===== src/rtl/uart_pkg.sv =====
// Shared definitions for the UART receive path: receiver state encoding,
// data width and the clock-divider helper used to derive bit timing.
package uart_pkg;

    localparam int unsigned UART_DATA_BITS = 8;

    typedef enum logic [1:0] {
        IDLE,
        START,
        DATA,
        STOP
    } rx_state_e;

    // Clocks per bit, rounded to the nearest integer.
    function automatic int unsigned baud_div(input int unsigned clk_freq, input int unsigned baud);
        return (clk_freq + baud / 2) / baud;
    endfunction

endpackage


===== src/rtl/sync_fifo.sv =====
// Show-ahead synchronous FIFO with push/pop arbitration.
// Ports:
//   clk, rst_n          clock, asynchronous active-low reset
//   push, push_data     write request and byte; dropped when full unless popping
//   pop                 read request; ignored while empty
//   head                registered copy of the oldest entry, valid while not_empty
//   not_empty, full     registered occupancy flags
//   count               entries held, 0..DEPTH
module sync_fifo #(
    parameter int unsigned WIDTH = 8,
    parameter int unsigned DEPTH = 16
) (
    input  logic                     clk,
    input  logic                     rst_n,
    input  logic                     push,
    input  logic [WIDTH-1:0]         push_data,
    input  logic                     pop,
    output logic [WIDTH-1:0]         head,
    output logic                     not_empty,
    output logic                     full,
    output logic [$clog2(DEPTH):0]   count
);

    localparam int unsigned PW = $clog2(DEPTH);
    localparam int unsigned CW = PW + 1;

    logic [WIDTH-1:0] mem [DEPTH];
    logic [PW-1:0]    wr_ptr;
    logic [PW-1:0]    rd_ptr;
    logic [PW-1:0]    rd_ptr_n;
    logic [CW-1:0]    count_n;
    logic             do_push_c;
    logic             do_pop_c;

    // A pop frees a slot in the same cycle, so a full FIFO can still accept a push.
    always_comb begin
        do_pop_c  = pop && not_empty;
        do_push_c = push && (!full || do_pop_c);
        rd_ptr_n  = rd_ptr + PW'(do_pop_c);
        count_n   = count + CW'(do_push_c) - CW'(do_pop_c);
    end

    // Storage array.
    always_ff @(posedge clk) begin
        if (do_push_c) begin
            mem[wr_ptr] <= push_data;
        end
    end

    // Pointers, occupancy and head register; the head bypasses the array when
    // the byte being written lands in the slot that becomes the new head.
    always_ff @(posedge clk or negedge rst_n) begin
        if (!rst_n) begin
            wr_ptr    <= '0;
            rd_ptr    <= '0;
            count     <= '0;
            not_empty <= 1'b0;
            full      <= 1'b0;
            head      <= '0;
        end else begin
            wr_ptr    <= wr_ptr + PW'(do_push_c);
            rd_ptr    <= rd_ptr_n;
            count     <= count_n;
            not_empty <= (count_n != '0);
            full      <= (count_n == CW'(DEPTH));
            if (do_push_c && (wr_ptr == rd_ptr_n)) begin
                head <= push_data;
            end else begin
                head <= mem[rd_ptr_n];
            end
        end
    end

endmodule


===== src/rtl/uart_rx_fifo.sv =====
// 8N1 serial receiver with a show-ahead receive FIFO and sticky error flags.
// Ports:
//   clk, rst            clock, asynchronous active-low reset
//   rxd                 raw serial input, idle high
//   rd_en               pop strobe, one byte per asserted cycle
//   rd_data             FIFO head byte, valid while rx_valid
//   rx_valid, rx_count  FIFO not empty, bytes held
//   frame_err           sticky: stop bit sampled low
//   overrun             sticky: byte dropped because the FIFO was full
//   clr_err             synchronous clear of both sticky flags
module uart_rx_fifo
    import uart_pkg::*;
#(
    parameter int unsigned CLK_FREQ = 59000000,
    parameter int unsigned BAUD     = 9600,
    parameter int unsigned DEPTH    = 16
) (
    input  logic                        clk,
    input  logic                        rst,
    input  logic                        rxd,
    input  logic                        rd_en,
    output logic [UART_DATA_BITS-1:0]   rd_data,
    output logic                        rx_valid,
    output logic [$clog2(DEPTH):0]      rx_count,
    output logic                        frame_err,
    output logic                        overrun,
    input  logic                        clr_err
);

    localparam int unsigned BAUD_DIV = baud_div(CLK_FREQ, BAUD);
    localparam int unsigned HALF_DIV = BAUD_DIV / 2;
    localparam int unsigned CNT_W    = $clog2(BAUD_DIV);
    localparam int unsigned BIT_W    = $clog2(UART_DATA_BITS);

    logic                       rxd_meta;
    logic                       rxd_s;
    rx_state_e                  state;
    logic [CNT_W-1:0]           cnt;
    logic [BIT_W-1:0]           bit_idx;
    logic [UART_DATA_BITS-1:0]  shift;
    logic                       stop_tick_c;
    logic                       push_c;
    logic                       ferr_set_c;
    logic                       ovr_set_c;
    logic                       fifo_full;

    // Two-flop synchroniser; resets to the idle line level.
    always_ff @(posedge clk or negedge rst) begin
        if (!rst) begin
            rxd_meta <= 1'b1;
            rxd_s    <= 1'b1;
        end else begin
            rxd_meta <= rxd;
            rxd_s    <= rxd_meta;
        end
    end

    // Stop-bit sample outcome; a same-cycle pop makes room, so no overrun then.
    always_comb begin
        stop_tick_c = (state == STOP) && (cnt == CNT_W'(BAUD_DIV - 1));
        push_c      = stop_tick_c && rxd_s;
        ferr_set_c  = stop_tick_c && !rxd_s;
        ovr_set_c   = push_c && fifo_full && !rd_en;
    end

    // Bit-timing FSM: mid-bit start check, then full-bit steps to each sample.
    always_ff @(posedge clk or negedge rst) begin
        if (!rst) begin
            state   <= IDLE;
            cnt     <= '0;
            bit_idx <= '0;
            shift   <= '0;
        end else begin
            case (state)
                IDLE: begin
                    if (!rxd_s) begin
                        state <= START;
                        cnt   <= '0;
                    end
                end
                START: begin
                    if (cnt == CNT_W'(HALF_DIV - 1)) begin
                        cnt     <= '0;
                        bit_idx <= '0;
                        state   <= rxd_s ? IDLE : DATA;
                    end else begin
                        cnt <= cnt + CNT_W'(1);
                    end
                end
                DATA: begin
                    if (cnt == CNT_W'(BAUD_DIV - 1)) begin
                        cnt   <= '0;
                        shift <= {rxd_s, shift[UART_DATA_BITS-1:1]};
                        if (bit_idx == BIT_W'(UART_DATA_BITS - 1)) begin
                            state <= STOP;
                        end else begin
                            bit_idx <= bit_idx + BIT_W'(1);
                        end
                    end else begin
                        cnt <= cnt + CNT_W'(1);
                    end
                end
                STOP: begin
                    if (stop_tick_c) begin
                        cnt   <= '0;
                        state <= IDLE;
                    end else begin
                        cnt <= cnt + CNT_W'(1);
                    end
                end
                default: begin
                    state <= IDLE;
                    cnt   <= '0;
                end
            endcase
        end
    end

    // Sticky error flags; a new error in the clearing cycle wins.
    always_ff @(posedge clk or negedge rst) begin
        if (!rst) begin
            frame_err <= 1'b0;
            overrun   <= 1'b0;
        end else begin
            if (ferr_set_c) begin
                frame_err <= 1'b1;
            end else if (clr_err) begin
                frame_err <= 1'b0;
            end
            if (ovr_set_c) begin
                overrun <= 1'b1;
            end else if (clr_err) begin
                overrun <= 1'b0;
            end
        end
    end

    sync_fifo #(
        .WIDTH (UART_DATA_BITS),
        .DEPTH (DEPTH)
    ) u_fifo (
        .clk       (clk),
        .rst_n     (rst),
        .push      (push_c),
        .push_data (shift),
        .pop       (rd_en),
        .head      (rd_data),
        .not_empty (rx_valid),
        .full      (fifo_full),
        .count     (rx_count)
    );

endmodule


===== config.mk =====
export PLATFORM = sky130hd
export DESIGN_NAME = uart_rx_fifo
export DESIGN_NICKNAME = d
export VERILOG_FILES = /design/src/rtl/uart_pkg.sv /design/src/rtl/sync_fifo.sv /design/src/rtl/uart_rx_fifo.sv
export SDC_FILE = /design/constraint.sdc
export NUM_CORES = 1
export LEC_CHECK = 0
export ABC_AREA = 1
export CAP_MARGIN = 20
export CORE_MARGIN = 2
export CORE_UTILIZATION = 40
export DETAILED_ROUTE_END_ITERATION = 7
export PLACE_DENSITY_LB_ADDON = 0.2
export SLEW_MARGIN = 20
export SYNTH_ARGS = -nofsm -noshare
export SYNTH_HDL_FRONTEND = slang
export SYNTH_SLANG_ARGS = --single-unit

===== constraint.sdc =====
create_clock -name clk -period 4.5 [get_ports clk]
set_input_delay 0.45 -clock clk [delete_from_list [all_inputs] [get_ports clk]]
set_output_delay 0.45 -clock clk [all_outputs]
set_load 0.05 [all_outputs]

After elaboration in Yosys (flattened, before gate mapping)
Memories as Yosys holds them, arrays and structs flattened. A register that Yosys moved wholly into a read port is not among the register bits.
Cells that the tools add are included.
W data, S select, Z words.
{"block": "word_totals", "wordCells": 74, "ramBits": 128, "in_bits": 5, "n_memories": 1, "ff_bits": 45, "out_inout_bits": 16}
{"block": "classes", "add_sub_neg": 6, "eq_ne": 13, "reduce_logical": 20, "n_mux": 21}
{"name": "u_fifo.mem", "words": 16, "width": 8, "rd": 1, "rd_ports_with_merged_regs": 1, "write_ports": 1, "line_no": "sync_fifo.sv:27", "source": "logic [WIDTH-1:0] mem [DEPTH];"}
{"operator": "$mux W13", "count": 4}
{"operator": "$pmux W13 S4", "count": 1}
{"operator": "$add A13 B1 Y13 const B", "count": 1}
{"operator": "$eq A13 B12 Y1 const B", "count": 1}
{"operator": "$eq A13 B13 Y1 const B", "count": 1}
{"operator": "$mux W2", "count": 6}
{"operator": "$ne A2 B2 Y1 const B", "count": 6}
{"operator": "$mux W3", "count": 3}
{"operator": "$add A4 B1 Y4", "count": 2}
{"operator": "$pmux W2 S4", "count": 1}
{"operator": "$logic_and A1 B1 Y1", "count": 7}
{"operator": "$pmux W3 S2", "count": 1}
{"operator": "$reduce_bool A2 Y1", "count": 3}
{"operator": "$add A5 B1 Y5", "count": 1}
{"operator": "$eq A5 B5 Y1 const B", "count": 1}
{"operator": "$mux W1", "count": 5}
{"operator": "$reduce_and A5 Y1", "count": 1}
{"operator": "$reduce_bool A5 Y1", "count": 1}
{"operator": "$sub A5 B1 Y5", "count": 1}
{"operator": "$eq A2 B2 Y1 const B", "count": 2}
{"operator": "$logic_not A1 Y1", "count": 4}
{"operator": "$reduce_and A4 Y1", "count": 1}
{"operator": "$add A3 B1 Y3 const B", "count": 1}
{"operator": "$eq A3 B3 Y1 const B", "count": 1}
{"operator": "4 further kinds", "count": 4}

Logic depth before layout (Yosys ltp)
{"block": "logic_depth", "ltp_word": 7, "ltp_mapped": 14}

Hierarchy
Synthesis repeated with hierarchy kept, for this count alone.
{"block": "unflattened", "hier_cells": 851, "hier_area_um2": 8256.7}
{"module": "sync_fifo", "area_each_um2": 6647.6, "n_inst": 1, "cells_per_inst": 641}
{"module": "uart_rx_fifo", "area_each_um2": 1609.0, "n_inst": 1, "cells_per_inst": 210}

Worst setup path after synthesis
OpenSTA, ideal clock, no wires.
{"block": "synth_timing", "kind": "flip-flop to flip-flop", "from": "reg cnt[1]", "to": "reg u_fifo.not_empty", "path_buffers": 1, "period_less_slack_ns": 2.385, "path_stages_with_launch": 14, "setup_ns": 0.136, "arrival_time_ns": 2.249, "path_slack_ns": 2.115, "required_ns": 4.364, "path_cell_list": "dfrtp_1 inv_1 ha_1 nand2_1 nor2_1 nand4_2 nor2_4 buf_6 ha_1 inv_1 fa_1 o21ai_0 xnor2_1 nand3_1"}
{"block": "synth_via", "elab_chain_cells": 7}
{"element": "start: declaration", "line_no": "uart_rx_fifo.sv:38", "source": "logic [CNT_W-1:0] cnt;"}
{"element": "start signal: assignment", "line_no": "uart_rx_fifo.sv:87", "source": "cnt <= cnt + CNT_W'(1);"}
{"element": "start signal: assignment", "line_no": "uart_rx_fifo.sv:100", "source": "cnt <= cnt + CNT_W'(1);"}
{"element": "start signal: assignment", "line_no": "uart_rx_fifo.sv:108", "source": "cnt <= cnt + CNT_W'(1);"}
{"element": "$eq A13 B13 Y1", "line_no": "uart_rx_fifo.sv:60", "source": "stop_tick_c = (state == STOP) && (cnt == CNT_W'(BAUD_DIV - 1));"}
{"element": "$logic_and A1 B1 Y1", "line_no": "uart_rx_fifo.sv:60"}
{"element": "$logic_and A1 B1 Y1", "line_no": "uart_rx_fifo.sv:61", "source": "push_c = stop_tick_c && rxd_s;"}
{"element": "$logic_and A1 B1 Y1", "line_no": "sync_fifo.sv:38", "source": "do_push_c = push && (!full || do_pop_c);"}
{"element": "$add A5 B1 Y5", "line_no": "sync_fifo.sv:40", "source": "count_n = count + CW'(do_push_c) - CW'(do_pop_c);"}
{"element": "$sub A5 B1 Y5", "line_no": "sync_fifo.sv:40"}
{"element": "$reduce_bool A5 Y1", "line_no": "sync_fifo.sv:64", "source": "not_empty <= (count_n != '0);"}
{"element": "end signal: assignment", "line_no": "sync_fifo.sv:64"}
{"element": "end: declaration", "line_no": "sync_fifo.sv:19", "source": "output logic not_empty,"}
Every way passes these cells.
A chain may end at the register's enable or synchronous reset.

Worst setup path in the final report
Same ends and word-level chain as after synthesis.

==> results_dict.tcl <==
set metrics [dict create \
    avgSynthCellArea_um2 10.7 \
    nFillCells 1835 \
    worstPathCellList "inv_1 > ha_1 > nand2_1 > nor2_1 > nand4_2 > nor2_4 > ha_1 > inv_1 > fa_1 > o21ai_0 > xnor2_1 > nand3_1" \
    synth_top_cell_by_area "edfxtp_1" \
    crit_type "reg -> reg" \
    fin_nets 772 \
    setup_tns_ns 0 \
    finalCriticalPeriod_ns 2.99 \
    crit_path_top_delay_cell "nor2_4" \
    cts-root-buf "clkbuf_16" \
    crit_path_max_incr_delay_ns 0.44 \
    cts_sinks 181 \
    clk_latency_ns 0.43 \
    ys.flop_type "edfxtp_1" \
    async_flop_share_pct 29.3 \
    syn2layout_area_growth_pct 12.3 \
    grt.overflow.total 0 \
    synth.area.top_cells "edfxtp_1 (49%), dfrtp_1 (16%), nor2_1 (7.1%), nand3_1 (5.0%), nand2_1 (4.7%)" \
    max_cap_violations 0 \
    fin_crit_sh_pct 66.4 \
    vias 5305 \
    clk_path_buf_depth 2 \
    die_area_um2 20800 \
    status "finished clean" \
    fp-row-count 51 \
    max_freq_mhz 335 \
    cts_buffers 17 \
    synthCells 736 \
    drt_iter0_drc 498 \
    cp-end-kind "register" \
    ys_warn_count 0 \
    rsz0062_at_grt "no" \
    p_leak_nw 3.75 \
    drive_above_1_share_pct 7.71 \
    antenna_left 0 \
    hold_buffers 0 \
    synth_area_um2 7880 \
    cts_tree "done" \
    hold_viol 0 \
    portBuffers 20 \
    antenna_cells 0 \
    max-slew-margin-rel_pct 37.2 \
    setup_viol 0 \
    critPathArrivalTime_ns 3.28 \
    synth_top_area_share_pct 48.8 \
    h-tree-depth 4 \
    syn_nets 756 \
    ys_seq_area_share_pct 65.7 \
    worstSetupStartpointType "register" \
    hold_path_class "in -> async" \
    coreArea_um2 19400 \
    worst_pin_slew_ns 0.938 \
    drc_errors 0 \
    clk_pin_slew_ns 0.07 \
    postCtsResizedCells 0 \
    die_x_um 144 \
    crit_fanout 15 \
    postRouteWirelength_um 19000 \
    dp_hpwl_um 12100 \
    drv_slew 0 \
    cts_setup_buffers 0 \
    antenna_found_initial 0 \
    place.gp.congestion 0.806 \
    grt_max_degree 57 \
    track_usage_pct 19.3 \
    synth_seq_cells 181 \
    clock_skew_ns 0.0115 \
    wl_per_cell_um 18.5 \
    die_h_um 144 \
    ir_drop_mv 0.430 \
    ys_top_cells_by_count "nor2_1 (150), edfxtp_1 (128), nand2_1 (98), nand3_1 (78), o21ai_0 (66)" \
    start_util_pct 40.6 \
    grt_pass1_vias 5312 \
    vias_per_cell 5.15 \
    synth_edf_count 128 \
    synth.most_common_cell "nor2_1" \
    grt_pass1_wl_um 29700 \
    yosysUniqueCellTypes 39 \
    dr.pass1.iters 5 \
    cp.required_ns 4.80 \
    p_total_mw 5.87 \
    powerDensity_nw_per_um2 664 \
    pin_count 21 \
]
worst paths after layout:
kind / start / endpoint / depth (start not counted) / slack [ns]
max: cnt[1] / u_fifo.not_empty / 12 / 1.51
min: rst / state[0] / 2 / 0.16
max reg2reg: cnt[1] / u_fifo.not_empty / 12 / 1.51
min reg2reg: rxd_meta / rxd_s / 0 / 0.36
max in group asynchronous: rst / u_fifo.head[6] / 2 / 3.87
min in group clk: rxd_meta / rxd_s / 0 / 0.36
report_power, final:
group	switching, mW	total, mW	internal [mW]
Combinational	1.73	2.52	0.794
Sequential	0.0733	1.94	1.87
Clock	0.686	1.41	0.724
Total	2.49	5.87	3.39
kinds of logic (layout without fill, tap and decap cells):
kind of cell,after synthesis,count (layout),share of synthesized area [%]
AND/OR/NAND/NOR,346,346,18.9
buffers and inverters,84,113,4.48
XOR/XNOR,14,14,1.89
adder cells (fa/ha/maj),15,15,2.48
AO/OA/AOI/OAI,96,96,6.56
flip-flops,181,181,65.7
metal layers:
metal | vias up | global-route usage (%) | share of wire (%)
met5 | - | 0 | 0
met4 | 0 | 6.34 | 2.0
met3 | 28 | 3.61 | 4.4
met2 | 138 | 29.9 | 47
met1 | 2614 | 27.7 | 47
li1 | 2525 | - | -
worst max-delay path, delay by kind of cell (launching register included):
kind	cells	cell delay, ns
buffers and inverters	2	0.17
AOI/OAI and AO/OA	1	0.30
and+or+nand+nor	5	0.94
xor gates and xnor gates	1	0.21
DFF	1	0.40
adders and majority gates	3	0.83
state kept, by name, indices dropped and copies added, names as in the netlist, named ones only:
| register | cells |
|---|---|
| u_fifo.mem | 128 |
| cnt | 13 |
| shift | 8 |
| u_fifo.head | 8 |
| u_fifo.count | 5 |
| u_fifo.rd_ptr | 4 |
| u_fifo.wr_ptr | 4 |
| bit_idx | 3 |
| frame_err | 1 |
| overrun | 1 |
| rxd_meta | 1 |
| rxd_s | 1 |
| state | 1 |
| u_fifo.full | 1 |
| u_fifo.not_empty | 1 |
final cells by class:
cell class / instances / area (um^2) / share of cell area, %
well taps: 265 / 332 / 3.75
inverters: 58 / 220 / 2.49
multi-input cells: 471 / 2350 / 26.6
repair buffers: 23 / 218 / 2.46
clock inverters: 14 / 119 / 1.34
flip-flops and latches: 181 / 5170 / 58.5
clock buffers: 18 / 429 / 4.85
cells in the final DEF, fill, tap and decap left out, types with 2 or more instances in the layout:
cell type / n
nor2_1: 150
edfxtp_1: 128
nand2_1: 98
nand3_1: 78
o21ai_0: 66
inv_1: 53
dfrtp_1: 51
clkdlybuf4s50_1: 19
clkbuf_16: 17
ha_1: 13
a21oi_1: 10
xor2_1: 9
o211ai_1: 8
o21ai_1: 6
nand4_1: 4
inv_2: 4
clkinvlp_4: 4
inv_8: 4
xnor2_1: 3
nor2_4: 3
nor2_2: 3
inv_6: 3
buf_4: 3
nand2_4: 2
nor3_1: 2
o22ai_1: 2
dfstp_2: 2
through the flow:
stage,hold WS (ns),util (%),cell area (um^2),worst slack [ns],instances
detailed placement,0.349,42.8,8300,1.27,998
finish,0.157,45.6,8840,1.51,1030
global placement,0.347,42.8,8300,1.27,998
global route,0.214,45.6,8840,1.33,1030
CTS,0.168,45.6,8840,1.49,1030
floorplan,0.154,-,7880,2.11,736
Power figures use the tool's default switching activity.
==> RTL edit, RTL diff (same settings) <==
The parameter `CLK_FREQ` goes from 59000000 to 29500000.
--- a/src/rtl/uart_rx_fifo.sv
+++ b/src/rtl/uart_rx_fifo.sv
@@ -11,7 +11,7 @@
 module uart_rx_fifo
     import uart_pkg::*;
 #(
-    parameter int unsigned CLK_FREQ = 59000000,
+    parameter int unsigned CLK_FREQ = 29500000,
     parameter int unsigned BAUD     = 9600,
     parameter int unsigned DEPTH    = 16
 ) (
Behaviour: same outputs for any inputs over 10 cycles, from zero or initial values and one cycle with rst low; that may be too few to reach the edited logic, so the function may still have changed.
==> RTL edit against the original RTL <==
  * Hold slack got worse by 0.0092 ns
  * Worst setup slack improved by 0.18 ns
  * Sequential cell count fell by 1
  * Synthesized area fell by 0.32%
  * Wire length fell by 1.1%
  * Total power rose by 0.69%
  * Cell area rose by 0.23%
  * First-iteration DRC count rose by 22%
  * Highest routed layer unchanged
==> RTL edit: results <==
metrics = {
    "power": {
        "p_int_mw": 3.42,
        "p_leak_nw": 3.74,
        "ir_drop_v": 0.000542,
    },
    "logic_synthesis": {
        "async_flop_share": 0.289,
        "seq_area_frac_synth": 0.656,
        "synthTopCellsByCount": "nor2_1, edfxtp_1, nand2_1",
        "synth-xor-area-share": 0.0135,
        "synth_nets": 755,
        "ys_types": 37,
        "synth_fa_ha_area_frac": 0.0233,
    },
    "global_route": {
        "grt_max_degree": 67,
        "grt_pass1_wl_microns": 29000,
        "grt_pass1_vias": 5071,
        "grt_use_total": 0.191,
    },
    "routing": {
        "dr.first_iter.drc_count": 607,
        "post_drt_via_cell_ratio": 5.25,
        "post_drt_wl_per_cell_microns": 18.2,
    },
    "layout": {
        "clock_area_frac": 0.0615,
        "multi_input_cells": 488,
        "top_regs": "u_fifo.mem x128, cnt x12",
        "buf_share": 0.0285,
        "layout.nets": 773,
        "multi_input_area_share": 0.274,
        "inverters": 42,
        "nFillCells": 1761,
    },
    "setup_path": {
        "rrSetupSlack_ns": 1.69,
        "arrival_ns": 2.86,
        "cpMaxStageDelayCell": "nor2_1",
        "critPathLaunch": "cnt[0]",
        "rr_endpoint": "u_fifo.mem[8][7]",
        "cp_max_fo": 8,
        "cpPeakStageDelay_ns": 0.70,
        "reg2reg_depth": 8,
    },
    "run_status": {
        "status": "finished, final reports clean",
    },
    "place": {
        "place_congestion": 0.858,
        "preCtsSetupSlack_ns": 1.21,
        "dp_hpwl_microns": 11900,
    },
    "timing": {
        "clock-skew-final_ns": 0.00820,
    },
}
## RTL edit: metal layers
metal / share of wire / GRT usage
met5: 0 / 0
met1: 0.44 / 0.255
met3: 0.059 / 0.0404
met4: 0.026 / 0.0795
met2: 0.48 / 0.305
## RTL edit: worst max path at each step
stage,end,slack [ns],cells after the start
2_1_floorplan,u_fifo.not_empty,2.04,11
3_3_place_gp,u_fifo.head[1],1.23,13
3_5_place_dp,u_fifo.head[1],1.21,13
4_1_cts,u_fifo.mem[8][7],1.65,8
5_1_grt,u_fifo.mem[8][7],1.47,8
6_report,u_fifo.mem[8][7],1.69,8
## RTL edit: kinds of logic (layout without fill, tap and decap cells)
logic type | after synthesis | in the layout
AND/OR/NAND/NOR | 375 | 375
flip-flops | 180 | 180
AO/OA/AOI/OAI | 89 | 89
buffers and inverters | 68 | 99
adder cells (fa/ha/maj) | 14 | 14
XOR/XNOR | 10 | 10
## RTL edit: metrics by stage
stage | area (sq um) | total power, mW | hold WS [ns] | std cells
after floorplan | 7850 | 3.79 | 0.154 | 736
after global placement | 8290 | 4.49 | 0.347 | 999
after detailed placement | 8290 | 4.50 | 0.351 | 999
after CTS | 8840 | 5.90 | 0.164 | 1031
after global routing | 8860 | 6.31 | 0.197 | 1032
final | 8860 | 5.91 | 0.147 | 1032
## RTL edit: power groups by stage
stage | sequential (mW) | clock [mW] | combinational (mW)
global placement | 1.96 | 0 | 2.53
detailed placement | 1.96 | 0 | 2.54
global route | 1.94 | 1.48 | 2.90
floorplan | 2.16 | 0 | 1.64
finish | 1.93 | 1.39 | 2.59
CTS | 1.93 | 1.41 | 2.55
